==> config.mk <==
export PLATFORM = sky130hd
export DESIGN_NAME = bpred_ctrl_flat
export DESIGN_NICKNAME = d
export VERILOG_FILES = /design/src/rtl/bpred_ctrl_if.sv /design/src/rtl/bpred_ctrl.sv /design/src/flat_wrapper.sv
export SDC_FILE = /design/constraint.sdc
export NUM_CORES = 1
export LEC_CHECK = 0
export ABC_CLOCK_PERIOD_IN_PS = 3300
export CORE_MARGIN = 2
export CORE_UTILIZATION = 53
export CTS_CLUSTER_DIAMETER = 30
export DETAILED_ROUTE_END_ITERATION = 6
export GPL_ROUTABILITY_DRIVEN = 0
export PLACE_DENSITY = 0.86
export SLEW_MARGIN = 25
export SYNTH_ARGS = -nofsm -noshare
export SYNTH_HDL_FRONTEND = slang
export SYNTH_SLANG_ARGS = --single-unit
==> constraint.sdc <==
create_clock -name clock -period 3.3 [get_ports clock]
set_input_delay 0.66 -clock clock [delete_from_list [all_inputs] [get_ports clock]]
set_output_delay 0.66 -clock clock [all_outputs]
set_load 0.03 [all_outputs]
==> src/rtl/bpred_ctrl_if.sv <==
// Bundle of lookup, retire-update and predictor-table signals for bpred_ctrl.
// slave is the controller side; master is the fetch/retire/table side.
interface bpred_ctrl_if #(
    parameter int LOGINDEX = 8,
    parameter int CTRWIDTH = 2,
    parameter int LOGFIFO  = 2
);
    logic                fetch_valid_in;
    logic [LOGINDEX-1:0] fetch_index_in;
    logic                pred_valid_out;
    logic                pred_taken_out;

    logic                upd_valid_in;
    logic [LOGINDEX-1:0] upd_index_in;
    logic                upd_taken_in;
    logic                upd_ready_out;
    logic [LOGFIFO:0]    upd_count_out;

    logic [LOGINDEX-1:0] ram_index1_out;
    logic [CTRWIDTH-1:0] ram_data1_in;
    logic                ram_we1_out;
    logic [LOGINDEX-1:0] ram_index2_out;
    logic [CTRWIDTH-1:0] ram_data2_in;
    logic [CTRWIDTH-1:0] ram_data2_out;
    logic                ram_we2_out;

    modport master (
        output fetch_valid_in, fetch_index_in,
        output upd_valid_in, upd_index_in, upd_taken_in,
        output ram_data1_in, ram_data2_in,
        input  pred_valid_out, pred_taken_out,
        input  upd_ready_out, upd_count_out,
        input  ram_index1_out, ram_we1_out,
        input  ram_index2_out, ram_data2_out, ram_we2_out
    );

    modport slave (
        input  fetch_valid_in, fetch_index_in,
        input  upd_valid_in, upd_index_in, upd_taken_in,
        input  ram_data1_in, ram_data2_in,
        output pred_valid_out, pred_taken_out,
        output upd_ready_out, upd_count_out,
        output ram_index1_out, ram_we1_out,
        output ram_index2_out, ram_data2_out, ram_we2_out
    );
endinterface

==> src/rtl/bpred_ctrl.sv <==
// Branch predictor table controller: one-cycle lookup on table port 1 with write
// bypass, and a retire-update queue drained one entry per cycle into port 2.
module bpred_ctrl #(
    parameter int LOGINDEX  = 8,
    parameter int CTRWIDTH  = 2,
    parameter int LOGFIFO   = 2,
    parameter int FIFODEPTH = 4
) (
    input logic         clock,
    input logic         reset,
    bpred_ctrl_if.slave bus
);
    localparam logic [LOGFIFO:0]    DEPTH_C = (LOGFIFO+1)'(FIFODEPTH);
    localparam logic [LOGFIFO-1:0]  LAST_C  = LOGFIFO'(FIFODEPTH - 1);
    localparam logic [CTRWIDTH-1:0] CTR_MAX = '1;
    localparam logic [CTRWIDTH-1:0] CTR_MIN = '0;

    function automatic logic [CTRWIDTH-1:0] sat_inc(input logic [CTRWIDTH-1:0] c);
        return (c == CTR_MAX) ? c : c + CTRWIDTH'(1);
    endfunction

    function automatic logic [CTRWIDTH-1:0] sat_dec(input logic [CTRWIDTH-1:0] c);
        return (c == CTR_MIN) ? c : c - CTRWIDTH'(1);
    endfunction

    // Explicit wrap keeps non-power-of-two depths correct.
    function automatic logic [LOGFIFO-1:0] next_ptr(input logic [LOGFIFO-1:0] p);
        return (p == LAST_C) ? '0 : p + LOGFIFO'(1);
    endfunction

    logic [LOGFIFO-1:0]  wr_ptr_q, wr_ptr_d;
    logic [LOGFIFO-1:0]  rd_ptr_q, rd_ptr_d;
    logic [LOGFIFO:0]    count_q, count_d;
    logic                pred_valid_q, pred_valid_d;
    logic                pred_taken_q, pred_taken_d;
    logic [LOGINDEX-1:0] fifo_index_q [FIFODEPTH];
    logic [LOGINDEX-1:0] fifo_index_d [FIFODEPTH];
    logic                fifo_taken_q [FIFODEPTH];
    logic                fifo_taken_d [FIFODEPTH];

    logic                empty, full, push, pop;
    logic [LOGINDEX-1:0] head_index;
    logic                head_taken;
    logic [CTRWIDTH-1:0] ctr_new;
    logic                we2;
    logic [LOGINDEX-1:0] index2;
    logic [CTRWIDTH-1:0] data2;
    logic [CTRWIDTH-1:0] ctr_eff;

    // Ready comes from registered occupancy only, so a pop never frees a slot
    // for a push in the same cycle.
    assign empty = (count_q == '0);
    assign full  = (count_q == DEPTH_C);
    assign push  = bus.upd_valid_in && !full;
    assign pop   = !empty;

    assign head_index = fifo_index_q[rd_ptr_q];
    assign head_taken = fifo_taken_q[rd_ptr_q];

    always_comb begin
        ctr_new = head_taken ? sat_inc(bus.ram_data2_in) : sat_dec(bus.ram_data2_in);
        we2     = pop && (ctr_new != bus.ram_data2_in);
        index2  = pop ? head_index : '0;
        data2   = pop ? ctr_new : '0;
    end

    // A lookup that hits the entry being written this cycle sees the new value.
    always_comb begin
        ctr_eff = bus.ram_data1_in;
        if (we2 && (index2 == bus.fetch_index_in)) begin
            ctr_eff = data2;
        end
    end

    always_comb begin
        wr_ptr_d     = wr_ptr_q;
        rd_ptr_d     = rd_ptr_q;
        count_d      = count_q;
        fifo_index_d = fifo_index_q;
        fifo_taken_d = fifo_taken_q;
        if (push) begin
            fifo_index_d[wr_ptr_q] = bus.upd_index_in;
            fifo_taken_d[wr_ptr_q] = bus.upd_taken_in;
            wr_ptr_d               = next_ptr(wr_ptr_q);
        end
        if (pop) begin
            rd_ptr_d = next_ptr(rd_ptr_q);
        end
        case ({push, pop})
            2'b10:   count_d = count_q + (LOGFIFO+1)'(1);
            2'b01:   count_d = count_q - (LOGFIFO+1)'(1);
            default: count_d = count_q;
        endcase
    end

    always_comb begin
        pred_valid_d = bus.fetch_valid_in;
        pred_taken_d = pred_taken_q;
        if (bus.fetch_valid_in) begin
            pred_taken_d = ctr_eff[CTRWIDTH-1];
        end
    end

    always_ff @(posedge clock or posedge reset) begin
        if (reset) begin
            wr_ptr_q     <= '0;
            rd_ptr_q     <= '0;
            count_q      <= '0;
            pred_valid_q <= 1'b0;
            pred_taken_q <= 1'b0;
        end else begin
            wr_ptr_q     <= wr_ptr_d;
            rd_ptr_q     <= rd_ptr_d;
            count_q      <= count_d;
            pred_valid_q <= pred_valid_d;
            pred_taken_q <= pred_taken_d;
        end
    end

    // Queue storage is only meaningful under count_q, so it needs no reset.
    always_ff @(posedge clock) begin
        fifo_index_q <= fifo_index_d;
        fifo_taken_q <= fifo_taken_d;
    end

    assign bus.ram_index1_out = bus.fetch_index_in;
    assign bus.ram_we1_out    = 1'b0;
    assign bus.ram_index2_out = index2;
    assign bus.ram_data2_out  = data2;
    assign bus.ram_we2_out    = we2;
    assign bus.upd_ready_out  = !full;
    assign bus.upd_count_out  = count_q;
    assign bus.pred_valid_out = pred_valid_q;
    assign bus.pred_taken_out = pred_taken_q;
endmodule
==> src/flat_wrapper.sv <==
// flat-port wrapper written by rule: the top's interface ports become plain ports
module bpred_ctrl_flat 
#(
    parameter int LOGINDEX  = 8,
    parameter int CTRWIDTH  = 2,
    parameter int LOGFIFO   = 2,
    parameter int FIFODEPTH = 4
)
  (clock, reset, bus_fetch_valid_in, bus_fetch_index_in, bus_upd_valid_in, bus_upd_index_in, bus_upd_taken_in, bus_ram_data1_in, bus_ram_data2_in, bus_pred_valid_out, bus_pred_taken_out, bus_upd_ready_out, bus_upd_count_out, bus_ram_index1_out, bus_ram_we1_out, bus_ram_index2_out, bus_ram_data2_out, bus_ram_we2_out);
  bpred_ctrl_if #(.LOGINDEX(LOGINDEX), .CTRWIDTH(CTRWIDTH), .LOGFIFO(LOGFIFO)) bus_i ();
  input logic clock;
  input logic reset;
  input wire logic [$bits(bus_i.fetch_valid_in)-1:0] bus_fetch_valid_in;
  input wire logic [$bits(bus_i.fetch_index_in)-1:0] bus_fetch_index_in;
  input wire logic [$bits(bus_i.upd_valid_in)-1:0] bus_upd_valid_in;
  input wire logic [$bits(bus_i.upd_index_in)-1:0] bus_upd_index_in;
  input wire logic [$bits(bus_i.upd_taken_in)-1:0] bus_upd_taken_in;
  input wire logic [$bits(bus_i.ram_data1_in)-1:0] bus_ram_data1_in;
  input wire logic [$bits(bus_i.ram_data2_in)-1:0] bus_ram_data2_in;
  output wire logic [$bits(bus_i.pred_valid_out)-1:0] bus_pred_valid_out;
  output wire logic [$bits(bus_i.pred_taken_out)-1:0] bus_pred_taken_out;
  output wire logic [$bits(bus_i.upd_ready_out)-1:0] bus_upd_ready_out;
  output wire logic [$bits(bus_i.upd_count_out)-1:0] bus_upd_count_out;
  output wire logic [$bits(bus_i.ram_index1_out)-1:0] bus_ram_index1_out;
  output wire logic [$bits(bus_i.ram_we1_out)-1:0] bus_ram_we1_out;
  output wire logic [$bits(bus_i.ram_index2_out)-1:0] bus_ram_index2_out;
  output wire logic [$bits(bus_i.ram_data2_out)-1:0] bus_ram_data2_out;
  output wire logic [$bits(bus_i.ram_we2_out)-1:0] bus_ram_we2_out;
  assign bus_i.fetch_valid_in = bus_fetch_valid_in;
  assign bus_i.fetch_index_in = bus_fetch_index_in;
  assign bus_i.upd_valid_in = bus_upd_valid_in;
  assign bus_i.upd_index_in = bus_upd_index_in;
  assign bus_i.upd_taken_in = bus_upd_taken_in;
  assign bus_i.ram_data1_in = bus_ram_data1_in;
  assign bus_i.ram_data2_in = bus_ram_data2_in;
  assign bus_pred_valid_out = bus_i.pred_valid_out;
  assign bus_pred_taken_out = bus_i.pred_taken_out;
  assign bus_upd_ready_out = bus_i.upd_ready_out;
  assign bus_upd_count_out = bus_i.upd_count_out;
  assign bus_ram_index1_out = bus_i.ram_index1_out;
  assign bus_ram_we1_out = bus_i.ram_we1_out;
  assign bus_ram_index2_out = bus_i.ram_index2_out;
  assign bus_ram_data2_out = bus_i.ram_data2_out;
  assign bus_ram_we2_out = bus_i.ram_we2_out;
  bpred_ctrl #(.LOGINDEX(LOGINDEX), .CTRWIDTH(CTRWIDTH), .LOGFIFO(LOGFIFO), .FIFODEPTH(FIFODEPTH)) u_core (.clock(clock), .reset(reset), .bus(bus_i));
endmodule
==> metrics.md, run 1 <==
| Metric | Value |
|---|---|
| Status | complete, no violations |
| DIE WIDTH | 68.6 µm |
| CP required | 2.64 ns |
| Placed inst area | 2670 µm² |
| Port Buffers | 48 |
| Slew @ Worst Pin | 0.513 ns |
| Worst-path clk slew | 0.09 ns |
| Number of setup violations in the final report | 0 |
| Critical path class | reg2out |
| Hold Crit Class | reg2reg |
| Pleak | 1.02 nW |
| Arr. time, crit path | 2.41 ns |
| Seq cells post-synth | 45 |
| # resized after CTS | 0 |
| Slowest-stage cell, CP | mux4_1 |
| Fin crit share | 93.1% |
| Synth Instances | 158 |
| CTS Buffer Depth | 2 |
| Crit path cell chain | buf_4, mux4_1, and2_2, clkdlybuf4s50_1 |
| Congestion Overflow GR | 0 |
| Post-CTS Setup Repair Bufs | 0 |
| Pwr/cell area | 931 nW/µm² |
| Initial Utilization | 55.2% |
| Crit Path Max Fanout | 11 |
| Initial antenna violation count | 0 |
| Row count | 23 |
| Comb pwr share | 49.0% |
| Most common cell after layout, fill and taps aside | clkdlybuf4s50_1 |
| Nets | 233 |
| Setup TNS Final | 0 ns |
| Core Region | 4000 µm² |
| Worst Skew | 0.00951 ns |
| Sw Ratio | 37.6% |
| Die Ht | 68.6 µm |
| Post-synth EDFFs | 36 |
| Largest net degree at the start of global routing | 16 |
| CTS buffer count | 5 |
| Mapped Nets | 189 |
| Root Driver | clkbuf_8 |
| Psw | 0.983 mW |
| Slowest stage delay, CP | 0.66 ns |
| Reg power frac | 32.2% |
| Post-synthesis cell area | 2210 µm² |
| Vias in the first global route | 1420 |
| # hold bufs at CTS | 0 |
| Distinct cells, synth | 38 |
| Fin. Hold Viols | 0 |
| Synthesis Warnings | 0 |
| CP endpoint kind | output pin |
| Avg Cell Area, Syn | 14.0 µm² |
| VDD IR max | 0.381 mV |
| Routed vias | 1394 |
| I/O pins | 51 |
| Hold path depth | 2 |
| Number of fill cells | 263 |
| First-pass GRT wire length | 6830 µm |
| Post-Route WL | 4490 µm |
| Max cap viols | 0 |
| Max Fclk | 325 MHz |
| Min Tclk post-route | 3.07 ns |
| Register area share after synthesis | 59.1% |
| RSZ-0062 raised after global routing | false |
| DRC Markers | 0 |
| Hold WS | 0.585 ns |
| Commonest register cell after synthesis | edfxtp_1 |
| Slew headroom | 65.8% |
| Post-route ant nets | 0 |
| 1st-pass router iterations | 4 |
| Clk sinks | 45 |
| CTS tree | yes |
| Final HPWL DP | 3230 µm |
| Final Instance Area | 2810 µm² |
| Htree depth | 2 |
| Area delta synth->final | 27.1% |
| Vias per cell | 5.51 |
| Clock share of power | 18.8% |
| Async S/R FF share, synth | 20.0% |
| Int Power | 1.63 mW |
| DR iter-0 viols | 35 |
| Final slew viol count | 0 |
| Most frequent cells in the layout | clkdlybuf4s50_1 (48), edfxtp_1 (36), nor2_1 (12), nand2_1 (10), dfrtp_1 (9) |
| Layout cells sized above 1 | 13.3% |
| R2R depth | 7 |
| Ant diodes | 0 |
| Wire length per cell | 17.7 µm |
| Die ar. | 4700 µm² |
| GRT Overall Usage | 21.1% |
| Crit start category | flop |
| Clock Latency Late Sink | 0.30 ns |
==> synthesized netlist by cell type, types with 2 or more instances <==
| cell | number | area (µm²) |
|---|---|---|
| clkbuf_1 | 2 | 7.51 |
| inv_1 | 6 | 22.5 |
| nor2_1 | 12 | 45.0 |
| a21oi_1 | 7 | 35.0 |
| o21ai_0 | 6 | 30.0 |
| xnor2_1 | 5 | 43.8 |
| mux4_1 | 3 | 78.8 |
| nor3_1 | 4 | 20.0 |
| ha_1 | 5 | 62.6 |
| edfxtp_1 | 36 | 1080 |
| a32oi_1 | 4 | 35.0 |
| buf_4 | 9 | 67.6 |
| nand2_1 | 10 | 37.5 |
| nor3b_1 | 3 | 22.5 |
| dfrtp_1 | 9 | 225 |
| and2_4 | 2 | 17.5 |
| mux4_2 | 6 | 135 |
| and2_1 | 6 | 37.5 |
| and3_1 | 4 | 25.0 |
==> critical path: cells and delay by family, from the launching register on <==
family                 cells  cell delay [ns]
muxes                      1             0.66
DFF                        1             0.38
and+or+nand+nor            1             0.24
buffers and inverters      2             0.83
==> power by group through the flow <==
stage	Combinational (mW)	Clock [mW]	Sequential [mW]
finish	1.28	0.492	0.841
global route	1.38	0.525	0.855
CTS	1.29	0.497	0.841
detailed placement	1.28	0	0.854
global placement	1.23	0	0.836
floorplan	0.856	0	0.862
==> worst paths after layout <==
kind	start	to	slack, ns
min	u_core.bus.pred_taken_out	u_core.bus.pred_taken_out	0.58
max	u_core.rd_ptr_q[0]	bus_ram_index2_out[2]	0.23
max in group asynchronous	reset	u_core.wr_ptr_q[0]	2.38
min reg2reg	u_core.bus.pred_taken_out	u_core.bus.pred_taken_out	0.58
min in group asynchronous	reset	u_core.bus.upd_count_out[0]	0.63
max reg2reg	u_core.rd_ptr_q[0]	u_core.bus.pred_taken_out	0.99
==> sequential cells by signal, summed over array words and instances (netlist names) <==
name                       flops
u_core.bus.pred_valid_out      1
u_core.wr_ptr_q                2
u_core.fifo_index_q           32
u_core.fifo_taken_q            4
u_core.bus.pred_taken_out      1
u_core.bus.upd_count_out       3
u_core.rd_ptr_q                2
==> logic make-up after synthesis <==
kind of cell | after synthesis | share of synthesized area [%]
fa+ha+maj | 6 | 3.74
other cells | 1 | 0.170
simple gates | 44 | 10.4
buf+inv | 20 | 5.78
flops | 45 | 59.1
mux | 10 | 10.2
xor+xnor | 5 | 1.98
compound gates | 27 | 8.66
==> routing by layer <==
layer	global-route usage (%)	vias to the layer above	part of all wire (%)
li1	-	667	-
met1	23.3	674	40
met2	38.7	47	53
met3	5.68	6	4.9
met4	7.50	0	1.6
met5	0	-	0
==> through the flow <==
stage / power [mW] / utilization [%] / setup WS (ns) / instances
2_1_floorplan: 1.72 / - / 1.02 / 158
3_3_place_gp: 2.06 / 66.8 / 0.448 / 245
3_5_place_dp: 2.14 / 66.8 / 0.434 / 245
4_1_cts: 2.63 / 70.2 / 0.211 / 253
5_1_grt: 2.76 / 70.2 / 0.132 / 253
6_report: 2.61 / 70.2 / 0.227 / 253
==> area by class of cell <==
class	count	area, µm²	area share [%]
Multi-Input combinational cell	93	776	27.6
Timing Repair Buffer	51	503	17.9
Inverter	6	22.5	0.802
Tap cell	50	62.6	2.23
Clock buffer	5	68.8	2.45
Clock inverter	3	68.8	2.45
Sequential cell	45	1310	46.5
No activity file was read; power rests on OpenSTA's default activity.
==> run 2, diff against run 1 <==
Settings changed: CORE_UTILIZATION 53 to 54, DONT_BUFFER_PORTS set to 1, PLACE_DENSITY 0.86 to 0.71.
==> run 2 against run 1 <==
Cell count down 19%. Count of clock-buffer cells in the layout up 3. Via count down 14%. First-iteration DRC count up 49%. Routed wire length down 19%. Critical path type unchanged. Setup slack better by 0.37 ns. Highest routed layer unchanged.
==> metrics.md, run 2 (synthesized netlist as in run 1, its figures left out) <==
| Metric | Value |
|---|---|
| Post-CTS Setup Repair Bufs | 0 (unchanged) |
| Htree depth | 2 (unchanged) |
| Max reg flops | 32 (unchanged) |
| Most common cell after layout, fill and taps aside | edfxtp_1 |
| Routed vias | 1203 (-14%) |
| Vias per cell | 5.90 (+7.0%) |
| CTS Buffer Depth | 2 (unchanged) |
| First-pass GRT wire length | 5290 µm (-23%) |
| Most frequent cells in the layout | edfxtp_1 (36), nor2_1 (12), nand2_1 (10), dfrtp_1 (9), a21oi_1 (7) |
| Comb pwr share | 42.4% (-6.6 points) |
| Most flop-heavy register | u_core.fifo_index_q |
| Psw | 0.875 mW (-11%) |
| Setup TNS Final | 0 ns (unchanged) |
| Layout cells sized above 1 | 14.9% (+1.6 points) |
| RSZ-0062 raised after global routing | false |
| Final Instance Area | 2260 µm² (-19%) |
| Root Driver | clkbuf_8 |
| Nets | 184 (-21%) |
| CP required | 2.64 ns (about the same) |
| GRT Overall Usage | 16.9% (-4.2 points) |
| Ant diodes | 0 (unchanged) |
| GR Util met3 | 5.26% (-0.42 points) |
| Worst Skew | 0.00524 ns (-0.00427 ns) |
| Routing usage on met2 | 30.6% (-8.1 points) |
| DRC Markers | 0 (unchanged) |
| CTS buffer count | 5 (unchanged) |
| Capturing point of the worst reg2reg path | u_core.bus.pred_taken_out |
| Clock Latency Late Sink | 0.29 ns (about the same) |
| Die ar. | 4620 µm² (-1.8%) |
| Initial antenna violation count | 0 (unchanged) |
| 1st-pass router iterations | 4 (unchanged) |
| Vias in the first global route | 1170 (-18%) |
| Max cap viols | 0 (unchanged) |
| Largest net degree at the start of global routing | 15 (-1) |
| Number of setup violations in the final report | 0 (unchanged) |
| Slowest-stage cell, CP | mux4_2 |
| Flop2flop setup slack | 0.86 ns (-0.13 ns) |
| Row count | 23 (unchanged) |
| Crit start category | flop |
| Fin crit share | 81.8% (-11 points) |
| DIE WIDTH | 68.0 µm (-0.88%) |
| Min Tclk post-route | 2.70 ns (-0.374 ns) |
| Final Util | 57.0% (-13 points) |
| CP endpoint kind | output pin |
| Die Ht | 68.0 µm (-0.88%) |
| Busiest grt layer | met2 |
| Slew @ Worst Pin | 0.697 ns (+0.184 ns) |
| R2R depth | 7 (unchanged) |
| Status | complete, no violations |
| Reg2reg start | u_core.rd_ptr_q[0] |
| Placed inst area | 2180 µm² (-18%) |
| # resized after CTS | 0 (unchanged) |
| Port Buffers | 0 (-100%) |
| Int Power | 1.25 mW (-23%) |
| Max Fclk | 371 MHz (+14%) |
| Initial Utilization | 55.6% (+0.40 points) |
| Reg power frac | 42.9% (+11 points) |
| Critical path class | reg2out |
| Hold Crit Class | in2async |
| Clk sinks | 45 (unchanged) |
| Crit Path Max Fanout | 7 (-4) |
| Core Region | 3970 µm² (-0.72%) |
| Congestion Overflow GR | 0 (unchanged) |
| I/O pins | 51 (unchanged) |
| Worst-path clk slew | 0.08 ns (about the same) |
| Slowest stage delay, CP | 0.61 ns (-0.05 ns) |
| Grt met1 use | 18.2% (-5.2 points) |
| VDD IR max | 0.466 mV (+23%) |
| Crit path cell chain | mux4_2, a21o_1, a21oi_2 |
| Sw Ratio | 41.2% (+3.6 points) |
| Post-Route WL | 3640 µm (-19%) |
| Wire length per cell | 17.8 µm (+0.40%) |
| Post-route ant nets | 0 (unchanged) |
| Final slew viol count | 0 (unchanged) |
| Slew headroom | 53.5% (-12 points) |
| Area delta synth->final | 2.38% |
| Pwr/cell area | 940 nW/µm² (+0.97%) |
| Final HPWL DP | 2620 µm (-19%) |
| DR iter-0 viols | 52 (+49%) |
| Arr. time, crit path | 2.04 ns (-0.37 ns) |
| Pleak | 0.802 nW (-22%) |
| Fin. Hold Viols | 0 (unchanged) |
| # hold bufs at CTS | 0 (unchanged) |
| CTS tree | yes |
| Clock share of power | 14.7% (-4.1 points) |
## run 2: power groups by stage
stage / Combinational [mW] / Clock (mW) / Sequential [mW]
2_1_floorplan: 0.856 / 0 / 0.862
3_3_place_gp: 0.877 / 0 / 0.919
3_5_place_dp: 0.916 / 0 / 0.929
4_1_cts: 0.918 / 0.321 / 0.915
5_1_grt: 0.992 / 0.343 / 0.934
6_report: 0.903 / 0.313 / 0.912
## run 2: cell type report
class                           instances  area, µm²
Clock buffer                            8       80.1
Fill cell                             322       1710
Inverter                                6       22.5
Multi-Input combinational cell         93        776
Sequential cell                        45       1310
Tap cell                               50       62.6
Timing Repair Buffer                    2       15.0
## run 2: worst max-delay path by stage
| stage | start | end | slack (ns) | depth (start not counted) |
|---|---|---|---|---|
| final | u_core.rd_ptr_q[0] | bus_ram_we2_out | 0.60 | 3 |
| after global routing | u_core.rd_ptr_q[0] | bus_ram_we2_out | 0.48 | 3 |
| after CTS | u_core.rd_ptr_q[0] | bus_ram_we2_out | 0.56 | 3 |
| after detailed placement | u_core.rd_ptr_q[0] | u_core.bus.pred_taken_out | 0.83 | 7 |
| after global placement | u_core.rd_ptr_q[0] | u_core.bus.pred_taken_out | 0.87 | 7 |
| after floorplan | u_core.rd_ptr_q[0] | bus_ram_we2_out | 1.02 | 4 |
## run 2: worst max-delay path: cells and delay by family (launching register included)
kind	cells	cell delay, ns
flops	1	0.57
mux	1	0.61
compound gates	2	0.57
## run 2: per-stage QoR
stage	power (mW)	setup slack (ns)	hold WS [ns]	instances
3_3_place_gp	1.80	0.869	0.538	196
6_report	2.13	0.601	0.222	204
2_1_floorplan	1.72	1.02	0.488	158
4_1_cts	2.15	0.559	0.230	204
5_1_grt	2.27	0.484	0.252	204
3_5_place_dp	1.85	0.832	0.546	196
## run 2: routing by layer
layer  routed length [µm]  share of wire [%]
met1                 1470                 40
met2                 1880                 52
met3                  233                6.4
met4                   44                1.2
met5                    0                  0
==> run 3, diff against run 2 <==
Settings changed: ABC_CLOCK_PERIOD_IN_PS 3300 to 2510.
Clock period 3.3 ns to 2.51 ns, I/O delays scaled along.
==> run 3 against run 2 <==
First-iteration DRC count fell by 40%. Via count is 5.8% higher. Non-clock buffer count is 11 higher. Clock power grew 67%. Largest cell class unchanged. Final area rose by 5.4%. Global-route usage is 1.2 points higher. Highest routed layer unchanged. Combinational power grew 65%.
==> metrics.md, run 3 (synthesized netlist as in run 1, its figures left out) <==
| Metric | Value |
|---|---|
| 1st-pass router iterations | 4 (unchanged) |
| DR iter-0 viols | 31 (-40%) |
| Fin crit share | 96.3% |
| Wire length per cell | 18.2 µm (+2.0%) |
| Reg power frac | 34.9% (-8.0 points) |
| Final slew viol count | 0 (unchanged) |
| Vias per cell | 5.92 (+0.40%) |
| Die ar. | 4620 µm² (unchanged) |
| Most common cell after layout, fill and taps aside | edfxtp_1 |
| Clock Latency Late Sink | 0.29 ns (about the same) |
| Psw | 1.21 mW (+38%) |
| Max Fclk | 414 MHz |
| R2R depth | 7 (unchanged) |
| Met3 Wirelength | 250 µm (+7.3%) |
| Comb pwr share | 48.3% (+5.9 points) |
| Post-CTS Setup Repair Bufs | 0 (unchanged) |
| Flop2flop setup slack | 0.36 ns (-0.50 ns) |
| Slew headroom | 55.9% (+2.3 points) |
| Clock share of power | 16.9% (+2.2 points) |
| Area delta synth->final | 7.87% |
| Worst Skew | 0.00887 ns (+0.00363 ns) |
| Crit start category | flop |
| Most flop-heavy register | u_core.fifo_index_q |
| First-pass GRT wire length | 5770 µm (+9.0%) |
| Crit Path Max Fanout | 12 (+5) |
| CTS Buffer Depth | 2 (unchanged) |
| Congestion Overflow GR | 0 (unchanged) |
| Most frequent cells in the layout | edfxtp_1 (36), nor2_1 (12), buf_4 (12), nand2_1 (10), dfrtp_1 (9) |
| Final HPWL DP | 2840 µm (+8.3%) |
| Pleak | 0.872 nW (+8.7%) |
| Layout cells sized above 1 | 21.2% (+6.3 points) |
| Post-route ant nets | 0 (unchanged) |
| # hold bufs at CTS | 0 (unchanged) |
| CP endpoint kind | output pin |
| I/O pins | 51 (unchanged) |
| DRC Markers | 0 (unchanged) |
| Vias in the first global route | 1243 (+6.2%) |
| Ant diodes | 0 (unchanged) |
| Row count | 23 (unchanged) |
| Die Ht | 68.0 µm (unchanged) |
| # resized after CTS | 0 (unchanged) |
| Critical path class | reg2out |
| Min Tclk post-route | 2.42 ns |
| Hold Crit Class | in2async |
| DIE WIDTH | 68.0 µm (unchanged) |
| Final Util | 60.0% (+3.1 points) |
| M1 WL | 1590 µm (+8.4%) |
| RSZ-0062 raised after global routing | false |
| Fin. Hold Viols | 0 (unchanged) |
| CTS tree | yes |
| Arr. time, crit path | 1.91 ns (-0.13 ns) |
| VDD IR max | 0.500 mV (+7.2%) |
| Core Region | 3970 µm² (unchanged) |
| Max cap viols | 0 (unchanged) |
| CTS buffer count | 5 (unchanged) |
| Port Buffers | 0 (unchanged) |
| Met2 routed wirelength | 2020 µm (+7.1%) |
| Setup TNS Final | 0 ns (unchanged) |
| Clk sinks | 45 (unchanged) |
| CP required | 2.01 ns (-0.63 ns) |
| Root Driver | clkbuf_8 |
| Initial antenna violation count | 0 (unchanged) |
| Initial Utilization | 55.6% (unchanged) |
| Post-Route WL | 3910 µm (+7.5%) |
| Htree depth | 2 (unchanged) |
| Largest net degree at the start of global routing | 15 (unchanged) |
| Slew @ Worst Pin | 0.664 ns (-0.0327 ns) |
| Reg2reg start | u_core.rd_ptr_q[0] |
| Nets | 195 (+6.0%) |
| Uppermost layer routed | met4 |
| Capturing point of the worst reg2reg path | u_core.bus.pred_taken_out |
| Sw Ratio | 39.0% (-2.2 points) |
| Number of setup violations in the final report | 0 (unchanged) |
| GRT Overall Usage | 18.1% (+1.2 points) |
| Critical Path Start | u_core.rd_ptr_q[0] |
| Pwr/cell area | 1300 nW/µm² (+38%) |
| Crit path to | bus_ram_we2_out |
| Max reg flops | 32 (unchanged) |
| Int Power | 1.89 mW (+51%) |
| Routed vias | 1273 (+5.8%) |
| Worst-path clk slew | 0.08 ns (about the same) |
| Status | complete, no violations |
==> run 3: power by group through the flow <==
stage	clock [mW]	sequential, mW	combinational (mW)
2_1_floorplan	0	1.13	1.13
3_3_place_gp	0	1.09	1.44
3_5_place_dp	0	1.10	1.50
4_1_cts	0.524	1.08	1.51
5_1_grt	0.554	1.10	1.62
6_report	0.522	1.08	1.49
==> run 3: worst min path at each step <==
stage,startpoint,endpoint,cells after the start
after floorplan,reset,u_core.bus.pred_taken_out,1
after global placement,reset,u_core.rd_ptr_q[0],1
after detailed placement,reset,u_core.bus.pred_valid_out,1
after CTS,reset,u_core.bus.pred_taken_out,1
after global routing,reset,u_core.bus.pred_valid_out,1
final,reset,u_core.bus.pred_taken_out,1
==> run 3: routing by layer <==
layer	vias to the layer above	global-route usage, %
met1	630	20.7
met2	52	31.2
met3	4	5.92
met5	-	0
li1	587	-
met4	0	7.50
==> run 3: cell type report <==
type / count / area (µm²)
tap: 50 / 62.6
clock buffer: 6 / 72.6
fill: 304 / 1590
inverter: 6 / 22.5
timing repair buffer: 13 / 110
sequential: 45 / 1310
clock inverter: 2 / 33.8
multi-input combinational: 93 / 776
==> run 3: critical path: stages, from the launching register on <==
cell and delay (ns):
dfrtp_1 0.38, buf_12 0.16, mux4_2 0.57, a21o_1 0.21
a21oi_2 0.12, buf_4 0.17
==> run 3: through the flow <==
stage	cell area, µm²	cells	total power [mW]	worst slack (ns)	hold WS [ns]
3_3_place_gp	2280	207	2.53	0.415	0.380
3_5_place_dp	2280	207	2.60	0.344	0.387
6_report	2380	215	3.10	0.0936	0.0615
4_1_cts	2380	215	3.11	0.0767	0.0671
2_1_floorplan	2210	158	2.26	0.324	0.330
5_1_grt	2380	215	3.27	0.0293	0.0878
